`config.mk`:
```
export PLATFORM = sky130hd
export DESIGN_NAME = reg_pair_access
export DESIGN_NICKNAME = d
export VERILOG_FILES = /design/src/rtl/reg_pair_access.sv
export SDC_FILE = /design/constraint.sdc
export NUM_CORES = 1
export LEC_CHECK = 0
export BUFFER_PORTS_ARGS = -buffer_cell sky130_fd_sc_hd__buf_2
export CAP_MARGIN = 20
export CORE_ASPECT_RATIO = 0.9
export CORE_MARGIN = 4
export CORE_UTILIZATION = 45
export CTS_BUF_LIST = sky130_fd_sc_hd__clkbuf_16
export CTS_CLUSTER_DIAMETER = 100
export DETAILED_ROUTE_END_ITERATION = 6
export PLACE_DENSITY = 0.77
export SYNTH_ARGS = -nofsm -noshare
export SYNTH_HDL_FRONTEND = slang
export SYNTH_SLANG_ARGS = --single-unit
```
`constraint.sdc`:
```
create_clock -name clk -period 2 [get_ports clk]
set_input_delay 0.5 -clock clk [delete_from_list [all_inputs] [get_ports clk]]
set_output_delay 0.5 -clock clk [all_outputs]
set_load 0.005 [all_outputs]
```
`src/rtl/reg_pair_access.sv`:
```
// Sequencer that turns execute-stage register ops into timed nibble accesses on the 16x4 register file.
// Optional REGPAIR_B2B_EN: accept the next request in RESP so back-to-back ops save the IDLE cycle.
module reg_pair_access #(
  parameter int AW = 4
) (
  input  logic          clk,
  input  logic          rst_n,
  input  logic          req_valid,
  output logic          req_ready,
  input  logic [1:0]    req_op,
  input  logic [AW-1:0] req_idx,
  input  logic [7:0]    req_wdata,
  output logic          rsp_valid,
  output logic [7:0]    rsp_data,
  output logic          rsp_zero,
  output logic          rf_we,
  output logic [AW-1:0] rf_addr,
  output logic [3:0]    rf_din,
  input  logic [3:0]    rf_dout
);

  localparam logic [1:0] OP_RD  = 2'b00;
  localparam logic [1:0] OP_WR  = 2'b01;
  localparam logic [1:0] OP_XCH = 2'b10;
  localparam logic [1:0] OP_INC = 2'b11;

  typedef enum logic [1:0] {S_IDLE, S_ACC0, S_ACC1, S_RESP} state_t;

  state_t        r_state, w_state_nxt;
  logic [1:0]    r_op;
  logic [AW-1:0] r_idx;
  logic [7:0]    r_wdata;
  logic [3:0]    r_hi;
  logic [7:0]    r_rsp_data;
  logic          r_rsp_zero;

  logic          w_accept;
  logic          w_pair;
  logic [AW-1:0] w_addr_hi;
  logic [AW-1:0] w_addr_lo;
  logic [3:0]    w_inc;
  logic          w_cap;
  logic [7:0]    w_rsp_data_nxt;
  logic          w_rsp_zero_nxt;

  assign w_accept  = req_valid & req_ready;
  assign w_pair    = ~r_op[1];
  assign w_addr_hi = {r_idx[AW-1:1], 1'b0};
  assign w_addr_lo = {r_idx[AW-1:1], 1'b1};
  assign w_inc     = rf_dout + 4'd1;

  assign rsp_data  = r_rsp_data;
  assign rsp_zero  = r_rsp_zero;

  always_ff @(posedge clk or negedge rst_n) begin
    if (!rst_n) r_state <= S_IDLE;
    else        r_state <= w_state_nxt;
  end

  // rf_* depend only on state, latched fields and rf_dout; req_* never reach the file
  always_comb begin
    w_state_nxt    = r_state;
    req_ready      = 1'b0;
    rsp_valid      = 1'b0;
    rf_we          = 1'b0;
    rf_addr        = '0;
    rf_din         = '0;
    w_cap          = 1'b0;
    w_rsp_data_nxt = '0;
    case (r_state)
      S_IDLE: begin
        req_ready = 1'b1;
        if (req_valid) w_state_nxt = S_ACC0;
      end
      S_ACC0: begin
        rf_addr = w_pair ? w_addr_hi : r_idx;
        case (r_op)
          OP_RD: w_state_nxt = S_ACC1;
          OP_WR: begin
            rf_we       = 1'b1;
            rf_din      = r_wdata[7:4];
            w_state_nxt = S_ACC1;
          end
          OP_XCH: begin
            // read-before-write: old value is sampled in the same cycle it is overwritten
            rf_we          = 1'b1;
            rf_din         = r_wdata[3:0];
            w_cap          = 1'b1;
            w_rsp_data_nxt = {4'h0, rf_dout};
            w_state_nxt    = S_RESP;
          end
          OP_INC: begin
            rf_we          = 1'b1;
            rf_din         = w_inc;
            w_cap          = 1'b1;
            w_rsp_data_nxt = {4'h0, w_inc};
            w_state_nxt    = S_RESP;
          end
          default: w_state_nxt = S_IDLE;
        endcase
      end
      S_ACC1: begin
        rf_addr        = w_addr_lo;
        w_cap          = 1'b1;
        w_rsp_data_nxt = (r_op == OP_RD) ? {r_hi, rf_dout} : 8'h00;
        if (r_op == OP_WR) begin
          rf_we  = 1'b1;
          rf_din = r_wdata[3:0];
        end
        w_state_nxt = S_RESP;
      end
      S_RESP: begin
        rsp_valid = 1'b1;
`ifdef REGPAIR_B2B_EN
        req_ready   = 1'b1;
        w_state_nxt = req_valid ? S_ACC0 : S_IDLE;
`else
        w_state_nxt = S_IDLE;
`endif
      end
      default: w_state_nxt = S_IDLE;
    endcase
  end

  // a write-pair result is never reported as zero
  assign w_rsp_zero_nxt = (w_rsp_data_nxt == 8'h00) && (r_op != OP_WR);

  always_ff @(posedge clk or negedge rst_n) begin
    if (!rst_n) begin
      r_op       <= '0;
      r_idx      <= '0;
      r_wdata    <= '0;
      r_hi       <= '0;
      r_rsp_data <= '0;
      r_rsp_zero <= 1'b0;
    end else begin
      if (w_accept) begin
        r_op    <= req_op;
        r_idx   <= req_idx;
        r_wdata <= req_wdata;
      end
      if (r_state == S_ACC0 && r_op == OP_RD) r_hi <= rf_dout;
      if (w_cap) begin
        r_rsp_data <= w_rsp_data_nxt;
        r_rsp_zero <= w_rsp_zero_nxt;
      end
    end
  end

endmodule

```
* After elaboration in Yosys (flattened, before gate mapping)
Index checks and enable logic that the tools add are counted.
** Storage, ports and cells
- Bits in registers :: 29
- Input port bits :: 21
- Output and inout port bits :: 20
** Operators by class
- Muxes and demuxes :: 18
- Reduce and logical (&&, ||, !) cells :: 8
- Equality and inequality tests :: 8
- $add $sub $neg :: 1
- Bitwise operators :: 1
** Operators with widths (count)
- one-hot mux 4 bit (2 select lines) :: 3
- one-hot mux 8 bit (2 select lines) :: 1
- one-hot mux 4 bit (3 select lines) :: 1
- equality test 2 bit, second input constant :: 4
- zero test 8 bit :: 1
- two-way mux 8 bit :: 1
- one-hot mux 2 bit (4 select lines) :: 1
- two-way mux 1 bit :: 6
- adder 4 x 1 -> 4 bit, second input constant :: 1
- equality test 2 x 1 -> 1 bit, second input constant :: 2
- zero test 2 bit :: 2
- two-way mux 4 bit :: 1
- one-hot mux 1 bit (2 select lines) :: 2
- one-hot mux 2 bit (2 select lines) :: 1
- OR reduction 2 bit :: 2
- OR reduction 3 bit :: 1
- logical AND 1 bit :: 2
- two-way mux 2 bit :: 1
- inequality test 2 x 1 -> 1 bit, second input constant :: 1
- inequality test 2 bit, second input constant :: 1
- AND 1 bit :: 1

* Longest topological paths before layout
Gate-level depths: netlist of the first run.
- Word-level depth :: 5
- Gate-level depth with buffers :: 8
- Gate-level depth less buffers :: 6

* Least setup slack after synthesis of the first run
OpenSTA, ideal clock, no wires.
- Kind :: reg2out
- Start point :: register r_state[1]
- End point :: output rf_addr[0]
- Setup slack :: -0.025 ns
- Data required time :: 1.500 ns
- Stages on the path, launching flop included :: 8
- Buffers on the path :: 2
- Data arrival time :: 1.525 ns
- Cell sequence :: dfrtp_1 > inv_1 > ha_1 > buf_2 > and2_1 > o21ai_0 > clkbuf_1 > nor2_1
** On the way
- Longest elaborated chain between the ends :: 2
** RTL lines
- start, declared :: line 29 : state_t r_state, w_state_nxt;
- start signal, assigned :: line 57 : else r_state <= w_state_nxt;
- equality test 2 bit or equality test 2 x 1 -> 1 bit (tied branches) :: line 70 : case (r_state)
- one-hot mux 4 bit (2 select lines) (*) :: line 70
- end, declared :: line 17 : output logic [AW-1:0] rf_addr,
Every way passes the cells marked *; elsewhere a longest branch is shown, timed or not.

* Final worst setup path of the first run
- Start point :: register r_state[1]
- End point :: output rf_din[1]
** On the way
- Longest elaborated chain between the ends :: 2
** RTL lines
- equality test 2 bit or equality test 2 x 1 -> 1 bit (tied branches) :: line 70
- one-hot mux 4 bit (2 select lines) (*) :: line 70
- end, declared :: line 18 : output logic [3:0] rf_din,
Marked as above.

==> key figures, run 1 <==
Setup path
  • Launching element type of the critical path: register
  • Slowest cell on the critical path: sky130_fd_sc_hd__dfrtp_1
  • Cells along the critical path: inv_2 > ha_4 > and2_4 > mux2_4 > a32oi_1 > nor2_1 > buf_2
  • CP max stage delay: 400 ps
  • Required time worst endpoint: roughly 1500 ps
  • Worst path top cell family by delay: flip-flops
  • Worst Path Max Fanout: 4
  • Arrival time of data at the critical path endpoint: 1720 ps
  • Launching point of the worst reg2reg path: r_state[1]
  • R2r setup slk: -90 ps
  • Endpoint class of the critical path: primary output
  • Worst setup path category: reg2out
  • Worst r2r dst: rsp_zero
  • Crit path buffers/inverters: 2
  • Worst Reg-to-Reg Cells: 9

Synthesis
  • Synth Register Bits: 29
  • Sequential-to-total area share from yosys stat: 0.475
  • Top-count cell post-synth: sky130_fd_sc_hd__dfrtp_1
  • Most used standard cells in the synthesized netlist: sky130_fd_sc_hd__dfrtp_1, sky130_fd_sc_hd__mux2_2, sky130_fd_sc_hd__nor2_1
  • Count of flip-flops with a built-in enable after synthesis: 0
  • Most used flip-flop cell after synthesis: sky130_fd_sc_hd__dfrtp_1
  • Count of synthesis-stage warnings from yosys: 0
  • Area share of the largest cell type after synthesis: 0.475
  • Share of flip-flops with an asynchronous set or reset after synthesis: 1.00
  • Syn Inst Count: 135
  • Post-synthesis net count: 162
  • Top cells by area in the synthesized netlist: sky130_fd_sc_hd__dfrtp_1, sky130_fd_sc_hd__mux2_2, sky130_fd_sc_hd__ha_1, sky130_fd_sc_hd__mux2i_1, sky130_fd_sc_hd__nor2_1
  • Mean cell area of the mapped netlist: 11.3 um2
  • Post-synthesis cell area: 1530 um2
  • Largest area contributor in the synthesized netlist: sky130_fd_sc_hd__dfrtp_1
  • Number of library cell types mapped by synthesis: 38

Outcome
  • Run status: complete, but fails checks
  • Failing checks: negative setup slack

Clock tree
  • Clock Sink Count: 29
  • Max Buffers Root-to-Sink: 2
  • CTS tree: done
  • CTS Hold Bufs: 0
  • Clock edge transition at the registers on the reported setup and hold paths: 50 ps
  • Number of levels the H-tree was split into: 2
  • Number of buffers added by the clock tree synthesis step: 5
  • Clock latency reported for the late side of the worst-skew pair: 270 ps
  • Clock root buffer: sky130_fd_sc_hd__clkbuf_16

Pwr
  • Power spent charging and discharging nets: 1380 uW
  • Gate power share: 0.541
  • Worst vdd ir: 1.18 mV
  • Sequential Power Share: 0.283
  • PwrDens: 1760 nW/um2
  • Fraction of power spent switching nets: 0.359
  • Static power due to leakage: 0.00107 uW
  • Cell Int Power: roughly 2500 uW
  • Fraction of power consumed by the clock network: 0.176

Timing
  • Number of failing setup endpoints in the final timing report: 10
  • Number of max-slew violations in the final report: 0
  • Final critical-path setup slack: -222 ps
  • Period utilization: 1.11
  • Measured slew at the worst slew-check pin: 636 ps
  • Final min period: 2220 ps
  • Setup clock skew after layout: between 4 and 5 ps
  • Highest clock frequency the design can meet: 450 MHz
  • Slew HR: 0.576
  • Final hold vios: 0
  • Unrepaired setup endpoints after global routing: yes
  • Worst-case hold slack: 251 ps

Job
  • Max-cap viol count: 0

Routing
  • Post-detailed-route DRC marker count: 0
  • Initial detailed-routing violation count: 57
  • Final wirelength: 3840 um
  • Post-DR wirelength/cell: 15.9 um
  • Vias per Instance: 5.38
  • Routed via count: around 1300
  • Number of search-and-repair iterations in the first detailed-routing pass: 4
  • Number of antenna-violating nets in the routed design: 0

Floorplan
  • Row cnt: 19
  • Die Area: 4400 um2
  • Initial Utilization: 0.484
  • Placeable core region: 3160 um2
  • Die height: 63.3 um
  • Die outline width: 69.4 um
  • Count of boundary I/O pins: 41

Placement
  • Port Buf Inserts: 40
  • Gpl congestion: 0.850
  • Estimated wirelength of the detail-placed design: 2630 um
  • Worst slack, placed: -57.8 ps

Layout
  • Antenna diode instance count: 0
  • Synthesis-to-layout area growth: 42.7%
  • Proportion of layout cells with a drive suffix above 1: 0.548
  • Area used by multi-input combinational logic: 836 um2
  • NumNets Final: roughly 230
  • Register area: 727 um2
  • Number of filler instances in the final layout: 232

Global route
  • Total Routing Usage GR: 0.191
  • Vias in the first global route: 1365
  • Antenna violations before repair: 0
  • Leftover overflow at the end of global routing: 0
  • Largest net degree at the start of global routing: 30
  • First-pass GRT wire length: around 6600 um

Worst hold path
  • Hold/Removal Path Class: in2async
## metal layers
metal | vias up | part of all wire | track usage
li1 | 619 | - | -
met1 | 628 | 0.43 | 0.224
met2 | 43 | 0.49 | 0.318
met3 | 6 | 0.062 | 0.0684
met4 | 0 | 0.019 | 0.0732
met5 | - | 0 | 0
## repair_timing
item                       4_1_cts  5_1_grt
setup endpoints to repair       10       11
setup buffers                    6        1
pin swaps                        8        2
gates resized for setup         22        9
## placed cells by master, fill, tap and decap left out, drive strengths merged
master,instances
nand3b,1
dfrtp,29
nand4,1
nand2,5
nor3,1
a22o,4
or4,1
and2,4
clkinv,1
ha,6
a21o,3
o21ai,4
a21oi,4
buf,65
nor4bb,1
o22ai,1
a221o,1
o41ai,1
a31oi,1
nand2b,1
xnor2,2
clkbuf,5
o221a,1
nor2,10
mux2,20
nor3b,1
a32oi,2
inv,6
or3,2
mux2i,4
nor2b,1
and3,1
o211ai,1
o41a,1
nand4b,1
nand3,6
## cell type report
cell class | instances | share of cell area
clock inverter | 2 | 0.00344
inverter | 5 | 0.00975
timing repair buffer | 65 | 0.189
tap | 42 | 0.0241
sequential | 29 | 0.333
multi-input combinational | 93 | 0.383
clock buffer | 5 | 0.0573
## per-stage QoR
step	utilization	TNS (ps)	area [um2]	power (uW)	cells
2_1_floorplan	-	0	1530	2020	135
3_3_place_gp	0.595	-58.9	1880	2570	228
3_5_place_dp	0.595	-162	1880	2640	228
4_1_cts	0.676	-1210	2140	3680	241
5_1_grt	0.690	-2270	2180	4110	241
6_report	0.690	-1570	2180	3850	241
## state kept, by name, summed over array words and instances, names as in the netlist
signal,count
r_op,2
r_hi,4
r_wdata,8
r_idx,4
rsp_zero,1
r_state,2
rsp_data,8
## power by group through the flow
| stage | clock, uW | combinational, uW | sequential, uW |
|---|---|---|---|
| finish | 678 | 2080 | 1090 |
| global route | 721 | 2270 | 1120 |
| CTS | 686 | 1930 | 1070 |
| detailed placement | 0 | 1570 | 1070 |
| global placement | 0 | 1520 | 1050 |
| floorplan | 0 | 1020 | 996 |
## worst max path at each step
stage | end | slack [ps] | from | cells after the start
global route | rf_din[1] | -280 | r_state[1] | 7
CTS | rf_din[1] | -220 | r_state[1] | 7
global placement | rf_din[1] | -60 | rf_dout[0] | 6
detailed placement | rf_din[1] | -60 | rf_dout[0] | 6
floorplan | rsp_zero | 8 | r_state[0] | 7
finish | rf_din[1] | -220 | r_state[1] | 7
## cell families (layout without fill, tap and decap cells)
group | Yosys count | after routing | synth area share
fa+ha+maj | 6 | 6 | 0.0491
flops | 29 | 29 | 0.475
simple gates | 37 | 37 | 0.131
buf+inv | 13 | 77 | 0.0401
xor+xnor | 2 | 2 | 0.0115
mux | 24 | 24 | 0.173
compound gates | 24 | 24 | 0.120
No activity file was read; power rests on OpenSTA's default activity.
==> run 2, diff against run 1 <==
--- a/config.mk
+++ b/config.mk
@@ -9,11 +9,13 @@
 export CAP_MARGIN = 20
 export CORE_ASPECT_RATIO = 0.9
 export CORE_MARGIN = 4
-export CORE_UTILIZATION = 45
+export CORE_UTILIZATION = 40
 export CTS_BUF_LIST = sky130_fd_sc_hd__clkbuf_16
 export CTS_CLUSTER_DIAMETER = 100
+export CTS_CLUSTER_SIZE = 14
 export DETAILED_ROUTE_END_ITERATION = 6
-export PLACE_DENSITY = 0.77
+export PLACE_DENSITY = 0.7
+export SKIP_LAST_GASP = 1
 export SYNTH_ARGS = -nofsm -noshare
 export SYNTH_HDL_FRONTEND = slang
 export SYNTH_SLANG_ARGS = --single-unit
==> run 2 against run 1 <==
Against the previous run:
- the flow still finishes with violations (negative setup slack)
- register-to-register slack got worse by 50 ps
- setup slack got worse by 12 ps
- die area increased by 11%
- wire length increased by 3.2%
- total power increased by 1.8%
- final cell count increased by 4.6%
- sequential cell count unchanged
- utilization decreased by 9.1 points
- critical path type unchanged
- largest cell class unchanged
- highest routed layer unchanged
==> key figures, run 2 (synthesis gave the netlist of run 1 again) <==
Outcome
  • Run status: complete, but fails checks (unchanged)
  • Failing checks: negative setup slack (unchanged)

Pwr
  • Post-route total power: 3920 uW (was 3850 uW)
  • PwrDens: 1770 nW/um2 (was 1760 nW/um2)
  • Static power due to leakage: 0.00111 uW (was 0.00107 uW)
  • Worst vdd ir: 0.820 mV (was 1.18 mV)

Floorplan
  • Placeable core region: 3700 um2 (was 3160 um2)
  • Initial Utilization: 0.413 (was 0.484)
  • Die outline width: 73.2 um (was 69.4 um)
  • Row cnt: 21 (was 19)
  • Die height: 66.7 um (was 63.3 um)
  • Die Area: 4880 um2 (was 4400 um2)
  • Count of boundary I/O pins: 41 (unchanged)

Layout
  • Non-filler instance count after layout: 252 (was 241)
  • Number of filler instances in the final layout: 300 (was 232)
  • Top library cells by usage in the layout, fill and taps aside: sky130_fd_sc_hd__buf_2, sky130_fd_sc_hd__buf_4, sky130_fd_sc_hd__dfrtp_1 (was sky130_fd_sc_hd__buf_2, sky130_fd_sc_hd__dfrtp_1, sky130_fd_sc_hd__buf_4)
  • Final cell area excluding filler cells: 2220 um2 (was 2180 um2)
  • Area used by multi-input combinational logic: 813 um2 (was 836 um2)
  • NumNets Final: 232 (was 226)
  • Antenna diode instance count: 0 (unchanged)
  • Register area: 726 um2 (was 727 um2)
  • Most frequent standard cell in the layout excluding fill and tap cells: sky130_fd_sc_hd__buf_2 (unchanged)
  • Synthesis-to-layout area growth: 45.1% (was 42.7%)
  • Proportion of layout cells with a drive suffix above 1: 0.553 (was 0.548)

Routing
  • Initial detailed-routing violation count: 76 (was 57)
  • Routed via count: 1354 (was 1296)
  • Number of search-and-repair iterations in the first detailed-routing pass: 5 (was 4)
  • Post-detailed-route DRC marker count: 0 (unchanged)
  • Post-DR wirelength/cell: 15.7 um (was 15.9 um)
  • Number of antenna-violating nets in the routed design: 0 (unchanged)
  • Vias per Instance: 5.37 (was 5.38)
  • Final wirelength: 3960 um (was 3840 um)

Setup path
  • Cells along the critical path: buf_6 > ha_4 > nor2b_4 > mux2_4 > a32oi_1 > nor2_1 > buf_2 (was inv_2 > ha_4 > and2_4 > mux2_4 > a32oi_1 > nor2_1 > buf_2)
  • Required time worst endpoint: 1500 ps (about the same)
  • CP max stage delay: 400 ps (about the same)
  • Launching element type of the critical path: register (unchanged)
  • Worst r2r dst: rsp_zero (unchanged)
  • Worst path top cell family by delay: flip-flops (unchanged)
  • R2r setup slk: -140 ps (was -90 ps)
  • Crit path buffers/inverters: 2 (unchanged)
  • Worst setup path category: reg2out (unchanged)
  • Slowest cell on the critical path: sky130_fd_sc_hd__dfrtp_1 (unchanged)
  • Endpoint class of the critical path: primary output (unchanged)
  • Worst Path Max Fanout: 4 (unchanged)
  • Launching point of the worst reg2reg path: r_state[1] (unchanged)
  • Worst Reg-to-Reg Cells: 9 (unchanged)
  • Arrival time of data at the critical path endpoint: 1730 ps (was 1720 ps)

Timing
  • Final critical-path setup slack: -235 ps (was -222 ps)
  • Measured slew at the worst slew-check pin: 662 ps (was 636 ps)
  • Slew HR: 0.559 (was 0.576)
  • Worst-case hold slack: 262 ps (was 251 ps)
  • Period utilization: 1.12 (was 1.11)
  • Final min period: 2230 ps (was 2220 ps)
  • Setup clock skew after layout: 2.46 ps (was 4.17 ps)
  • Number of max-slew violations in the final report: 0 (unchanged)
  • Unrepaired setup endpoints after global routing: yes (unchanged)
  • Highest clock frequency the design can meet: 448 MHz (was 450 MHz)
  • Number of failing setup endpoints in the final timing report: 11 (was 10)
  • Final hold vios: 0 (unchanged)

Global route
  • First-pass GRT wire length: 6650 um (was 6640 um)
  • Leftover overflow at the end of global routing: 0 (unchanged)
  • Largest net degree at the start of global routing: 30 (unchanged)
  • Vias in the first global route: 1454 (was 1365)
  • Antenna violations before repair: 0 (unchanged)
  • Total Routing Usage GR: 0.177 (was 0.191)

Clock tree
  • Clock Sink Count: 29 (unchanged)
  • Max Buffers Root-to-Sink: 2 (unchanged)
  • Clock root buffer: sky130_fd_sc_hd__clkbuf_16 (unchanged)
  • Number of buffers added by the clock tree synthesis step: 5 (unchanged)
  • Clock latency reported for the late side of the worst-skew pair: 270 ps (about the same)
  • Clock edge transition at the registers on the reported setup and hold paths: 50 ps (about the same)
  • Number of levels the H-tree was split into: 2 (unchanged)
  • CTS tree: done (unchanged)

Placement
  • Placed standard-cell area: 1910 um2 (was 1880 um2)
  • Gpl congestion: 0.812 (was 0.850)
  • Estimated wirelength of the detail-placed design: 2690 um (was 2630 um)
  • Port Buf Inserts: 40 (unchanged)
  • Worst slack, placed: -61.0 ps (was -57.8 ps)
  • Inst Count DP: 235 (was 228)

Job
  • Max-cap viol count: 0 (unchanged)

Worst hold path
  • Hold/Removal Path Class: in2async (unchanged)
[run 2: worst max-delay path by stage]
stage / slack, ps / depth (start not counted) / to / from
detailed placement: -60 / 6 / rf_din[1] / rf_dout[0]
CTS: -220 / 7 / rf_din[1] / r_state[1]
global route: -300 / 7 / rf_din[0] / r_state[0]
floorplan: 8 / 7 / rsp_zero / r_state[0]
finish: -230 / 7 / rf_din[0] / r_state[1]
global placement: -60 / 6 / rf_din[1] / rf_dout[0]
[run 2: stage by stage]
| step | setup TNS (ps) | util |
|---|---|---|
| 5_1_grt | -2510 | 0.599 |
| 4_1_cts | -1540 | 0.591 |
| 3_5_place_dp | -137 | 0.515 |
| 2_1_floorplan | 0 | - |
| 6_report | -1690 | 0.599 |
| 3_3_place_gp | -62.4 | 0.515 |
[run 2: layout make-up]
cell class | instances | share of cell area
Timing Repair Buffer | 71 | 0.199
Sequential cell | 29 | 0.327
Clock buffer | 5 | 0.0564
Multi-Input combinational cell | 93 | 0.367
Tap cell | 46 | 0.0259
Inverter | 5 | 0.00846
Clock inverter | 3 | 0.0169
[run 2: power by group]
group          leakage (uW)  total [uW]  switching, uW  internal [uW]
Combinational      0.000674        2020            886           1140
Clock             0.0000826         816            240            576
Sequential         0.000354        1080            222            861
Total               0.00111        3920           1350           2570
[run 2: what timing repair did]
item                                    4_1_cts  5_1_grt
hold buffers                                  0        0
hold endpoints to repair                      0        0
pin swaps                                     9        4
resized for setup                            19        5
setup buffers                                 7        2
endpoints found under the setup margin       11       12
[run 2: per-layer routing]
metal  global-route usage  part of all wire  wire (um)  vias up
li1                     -                 -          -      630
met1                0.204              0.41       1630      658
met2                0.296              0.49       1930       49
met3               0.0543             0.067        267       17
met4               0.0876             0.033        129        0
met5                    0                 0          0        -
